**config.mk**
```make
export PLATFORM = sky130hd
export DESIGN_NAME = conv_layer_output_buffer
export DESIGN_NICKNAME = d
export VERILOG_FILES = /design/src/rtl/conv_layer_output_buffer_pkg.sv /design/src/rtl/conv_row_serializer.sv /design/src/rtl/conv_layer_output_buffer.sv
export SDC_FILE = /design/constraint.sdc
export NUM_CORES = 1
export LEC_CHECK = 0
export BUFFER_PORTS_ARGS = -buffer_cell sky130_fd_sc_hd__buf_2
export CORE_UTILIZATION = 55
export CTS_BUF_LIST = sky130_fd_sc_hd__clkbuf_4 sky130_fd_sc_hd__clkbuf_8
export DETAILED_ROUTE_END_ITERATION = 12
export PLACE_DENSITY_LB_ADDON = 0.1
export REMOVE_ABC_BUFFERS = 1
export SLEW_MARGIN = 20
export SYNTH_ARGS = -nofsm -noshare
export SYNTH_HDL_FRONTEND = slang
export SYNTH_SLANG_ARGS = --single-unit
export TNS_END_PERCENT = 100
```
**constraint.sdc**
```tcl
create_clock -name clk -period 6.4 [get_ports clk]
set_input_delay 0.64 -clock clk [delete_from_list [all_inputs] [get_ports clk]]
set_output_delay 0.64 -clock clk [all_outputs]
set_load 0.05 [all_outputs]
```
**src/rtl/conv_layer_output_buffer_pkg.sv**
```systemverilog
// Shared conv-layer geometry and the column-to-slice helper used by the
// input line buffer and the output row buffer.
package conv_layer_output_buffer_pkg;

    localparam int unsigned CONV_IMAGE_SIZE  = 8;
    localparam int unsigned CONV_KERNEL_SIZE = 3;
    localparam int unsigned CONV_DATA_WIDTH  = 32;
    localparam int unsigned CONV_OUT_SIZE    = CONV_IMAGE_SIZE - CONV_KERNEL_SIZE + 1;
    localparam int unsigned CONV_COL_WIDTH   = 3;

    // Column 0 sits at the MSB end of a packed row.
    function automatic int unsigned elem_lsb(input int unsigned col,
                                             input int unsigned n,
                                             input int unsigned w);
        return (n - 1 - col) * w;
    endfunction

endpackage

```
**src/rtl/conv_row_serializer.sv**
```systemverilog
// Walks one buffered row element by element, tracking column/row within a
// frame and pulsing frame_done after the last beat of the frame.
module conv_row_serializer
    import conv_layer_output_buffer_pkg::*;
#(
    parameter int unsigned DATA_WIDTH = CONV_DATA_WIDTH,
    parameter int unsigned OUT_SIZE   = CONV_OUT_SIZE,
    parameter int unsigned COL_WIDTH  = CONV_COL_WIDTH
) (
    input  logic                           clk,
    input  logic                           rst,
    input  logic [OUT_SIZE*DATA_WIDTH-1:0] row_data,
    input  logic                           valid,
    input  logic                           data_ready,
    output logic [DATA_WIDTH-1:0]          data_out,
    output logic [COL_WIDTH-1:0]           out_col,
    output logic [COL_WIDTH-1:0]           out_row,
    output logic                           frame_done,
    output logic                           pop
);

    logic beat;
    logic last_col;
    logic last_row;

    assign beat     = valid & data_ready;
    assign last_col = (out_col == COL_WIDTH'(OUT_SIZE - 1));
    assign last_row = (out_row == COL_WIDTH'(OUT_SIZE - 1));
    assign pop      = beat & last_col;
    assign data_out = row_data[elem_lsb(32'(out_col), OUT_SIZE, DATA_WIDTH) +: DATA_WIDTH];

    always_ff @(posedge clk) begin
        if (rst) begin
            out_col    <= '0;
            out_row    <= '0;
            frame_done <= 1'b0;
        end else begin
            frame_done <= pop & last_row;
            if (beat) begin
                if (last_col) begin
                    out_col <= '0;
                    out_row <= last_row ? '0 : out_row + 1'b1;
                end else begin
                    out_col <= out_col + 1'b1;
                end
            end
        end
    end

endmodule

```
**src/rtl/conv_layer_output_buffer.sv**
```systemverilog
// Two-slot ping-pong row buffer that accepts whole conv output rows and
// streams them one element per beat to the next layer.
module conv_layer_output_buffer
    import conv_layer_output_buffer_pkg::*;
#(
    parameter int unsigned DATA_WIDTH = CONV_DATA_WIDTH,
    parameter int unsigned OUT_SIZE   = CONV_OUT_SIZE,
    parameter int unsigned COL_WIDTH  = CONV_COL_WIDTH
) (
    input  logic                           clk,
    input  logic                           rst,
    input  logic                           row_valid,
    input  logic [OUT_SIZE*DATA_WIDTH-1:0] row_data,
    output logic                           row_ready,
    output logic [DATA_WIDTH-1:0]          data_out,
    output logic                           data_valid,
    input  logic                           data_ready,
    output logic [COL_WIDTH-1:0]           out_col,
    output logic [COL_WIDTH-1:0]           out_row,
    output logic                           frame_done
);

    logic [OUT_SIZE*DATA_WIDTH-1:0] slot [2];
    logic       wr_ptr;
    logic       rd_ptr;
    logic [1:0] count;
    logic       push;
    logic       pop;

    // Ready depends only on count, so a pop never frees a slot in the same cycle.
    assign row_ready  = (count != 2'd2);
    assign data_valid = (count != 2'd0);
    assign push       = row_valid & row_ready;

    always_ff @(posedge clk) begin
        if (rst) begin
            slot[0] <= '0;
            slot[1] <= '0;
            wr_ptr  <= 1'b0;
            rd_ptr  <= 1'b0;
            count   <= 2'd0;
        end else begin
            if (push) begin
                slot[wr_ptr] <= row_data;
                wr_ptr       <= ~wr_ptr;
            end
            if (pop) begin
                rd_ptr <= ~rd_ptr;
            end
            case ({push, pop})
                2'b10:   count <= count + 2'd1;
                2'b01:   count <= count - 2'd1;
                default: count <= count;
            endcase
        end
    end

    conv_row_serializer #(
        .DATA_WIDTH(DATA_WIDTH),
        .OUT_SIZE  (OUT_SIZE),
        .COL_WIDTH (COL_WIDTH)
    ) u_serializer (
        .clk       (clk),
        .rst       (rst),
        .row_data  (slot[rd_ptr]),
        .valid     (data_valid),
        .data_ready(data_ready),
        .data_out  (data_out),
        .out_col   (out_col),
        .out_row   (out_row),
        .frame_done(frame_done),
        .pop       (pop)
    );

endmodule

```
==> flow_summary.yaml <==
timing:
  hold_viol: 0
  hold_slack_ns: 0.340
  rsz0062_at_grt: "no"
  skew_ns: 0.0245
  worst_pin_slew_ns: 1.09
  min_period_ns: 4.19
  setup_viol: 0
  fin_ws_ns: 2.21
  relSlewSlack_pct: 27.3
  fmax_mhz: 238
  period_share_pct: 65.5
  maxSlewViolCount: 0
drt:
  ant_nets: 0
  post_drt_wl_per_cell_um: 20.2
  viasPerCell: 5.42
  firstDrtPassIters: 5
  drc: 0
  drt_iter0_drc: 586
  vias: 10300
  wirelength_um: 38400
synth:
  synth_xor_xnor_area_share_pct: 0.245
  synth_compound_area_share_pct: 3.26
  synth_top_family_by_area: "simple AND/OR/NAND/NOR gates"
  syn_area_mm2: 0.0179
  ys.flop_type: "edfxtp_1"
  ys_seq_area_share_pct: 65.9
  yosys.area_share.adder_pct: 0.280
  synth_warnings: 0
  synthSimpleGateAreaFrac_pct: 15.8
  postSynthCellCount: 1171
  ys_types: 42
  synth_seq_cells: 396
  avgSynthCellArea_um2: 15.3
  synth.mux.area_fraction_pct: 12.1
  async_reset_ff_share_pct: 0
  synth-edff-count: 384
min_path:
  hp-class: "in -> reg"
  hold_start: "row_data[18]"
finish:
  fill_cells: 2391
  area_growth_syn_to_layout_pct: 15.2
  postLayoutCoreUtil_pct: 64.7
  layout_common_cells: "and2_1 (384), edfxtp_1 (384), buf_2 (236)"
  finish.net_count: 1608
  seq_area_mm2: 0.0118
  multi_input_area_mm2: 0.00568
  layout-drive-gt1-share_pct: 34.6
worst_setup_path:
  path_cells: "inv_2 > ha_1 > or2_2 > o31ai_1 > buf_2"
  critical_path_required_ns: 5.76
  crit_buf_inv: 2
  cp_top_family: "buffers and inverters"
  path_class: "reg -> out"
  critPathMaxFanout: 32
  crit_slowest_cell: "inv_2"
  cp-startpoint: "u_serializer.out_col[1]"
  r2r_start: "count[0]"
  end_kind: "output pin"
  start_kind: "flip-flop"
  max_stage_delay_ns: 0.72
  cp_data_arrival_time_ns: 3.55
pwr:
  pwr-share-comb_pct: 12.1
  irDropWorstVdd_v: 0.000168
  switching_power_mw: 1.50
  total_power_mw: 5.96
  p_int_mw: 4.46
  powerDensity_mw_per_mm2: 290
  clockPowerShare_pct: 35.6
  power.leakage_nw: 8.02
  sw_frac_of_total_pct: 25.1
  p_seq_share_pct: 52.3
flow_run:
  max_cap_violations: 0
clock_network:
  cts.sinks: 396
  clock-root-buffer: "clkbuf_8"
  h-tree-depth: 3
  path_clk_slew_ns: 0.06
  cts_tree: "done"
  cts_buffers: 67
  postCtsHoldBufs: 0
  postCtsSetupBuffers: 0
  cts-resized-gates: 0
  insertion_delay_ns: 0.58
  cts_buffer_depth: 3
grt:
  grt_start_max_net_pins: 100
  grt_pass1_wl_um: 58400
  antenna_found_initial: 18
  grt-ovfl-total: 0
  grt_pass1_vias: 10400
  gr-usage-all-layers_pct: 23.4
place:
  place_ws_ns: 2.69
  finalWeightedCongestion: 0.764
  io_buffers: 236
  dp_hpwl_um: 21800
floorplanning:
  die_area_mm2: 0.0332
  num_rows: 65
  start_util_pct: 56.2
  core_area_mm2: 0.0318
  fp.dieH_um: 182
  fp.dieW_um: 182
  ios: 237
run_status:
  status: "finished, final reports clean"
[area by class of cell]
type	instances	share of cell area, %
Timing Repair Buffer	251	6.41
Antenna cell	12	0.146
Sequential cell	396	57.2
Multi-Input combinational cell	689	27.6
Clock inverter	22	0.529
Inverter	3	0.0547
Tap cell	435	2.64
Clock buffer	90	5.44
[flip-flops by register name (all words and copies together) (netlist names), named ones only]
signal                   flops
count                        2
rd_ptr                       1
slot                       384
u_serializer.frame_done      1
u_serializer.out_col         3
u_serializer.out_row         3
wr_ptr                       1
[per-stage QoR]
stage | std cells | TNS (ns) | instance area [µm²]
floorplan | 1088 | -6.59 | 17400
global placement | 1774 | 0 | 19300
detailed placement | 1774 | 0 | 19300
CTS | 1886 | 0 | 20600
global route | 1888 | 0 | 20600
finish | 1898 | 0 | 20600
[power by group through the flow]
stage	Combinational (mW)	Clock, mW	Sequential [mW]
2_1_floorplan	0.482	0	3.19
4_1_cts	0.733	2.17	3.12
3_3_place_gp	0.724	0	3.16
3_5_place_dp	0.731	0	3.17
5_1_grt	0.776	2.27	3.14
6_report	0.721	2.12	3.12
[synthesized netlist by cell type, types with 3 or more instances]
| cell | number | area [µm²] |
|---|---|---|
| nor2_1 | 37 | 139 |
| buf_4 | 11 | 82.6 |
| inv_1 | 3 | 11.3 |
| o21ai_0 | 4 | 20.0 |
| xor2_1 | 3 | 26.3 |
| edfxtp_1 | 384 | 11500 |
| and2_1 | 384 | 2400 |
| clkbuf_1 | 19 | 71.3 |
| clkbuf_2 | 36 | 180 |
| dfxtp_1 | 12 | 240 |
| ha_1 | 4 | 50.1 |
| buf_2 | 14 | 70.1 |
| a21oi_1 | 5 | 25.0 |
| o22ai_1 | 31 | 194 |
| or2_2 | 4 | 25.0 |
| o31ai_1 | 20 | 150 |
| nand2_1 | 36 | 135 |
| mux2_2 | 62 | 698 |
| mux4_2 | 64 | 1440 |
| o31ai_2 | 11 | 138 |
| nor3_1 | 3 | 15.0 |
[routing by layer]
metal  wire (µm)  global-route usage, %  share of wire (%)
met1       16400                   31.8                 43
met2       18400                   37.0                 48
met3        2720                   6.29                7.1
met4         758                   7.70                2.0
met5          99                      0               0.26
[worst reg2reg max path, delay by kind of cell (launching register included)]
family / cells / cell delay [ns]
flip-flops: 1 / 0.46
buffers and inverters: 2 / 1.63
AND/OR/NAND/NOR: 3 / 0.73
[worst paths after layout]
path	cells past startpoint	slack, ns	endpoint
setup / recovery	5	2.21	data_out[22]
hold / removal	2	0.34	slot[1][18]
setup reg to reg	5	3.43	slot[1][168]
hold reg to reg	2	0.47	u_serializer.frame_done
[logic make-up (layout without fill, tap and decap cells)]
family,after synthesis,in the layout
other cells,0,12
xor+xnor,5,5
simple gates,476,476
fa+ha+maj,4,4
buf+inv,86,366
flops,396,396
compound gates,76,76
mux,128,128
(Power assumes the default switching activity.)
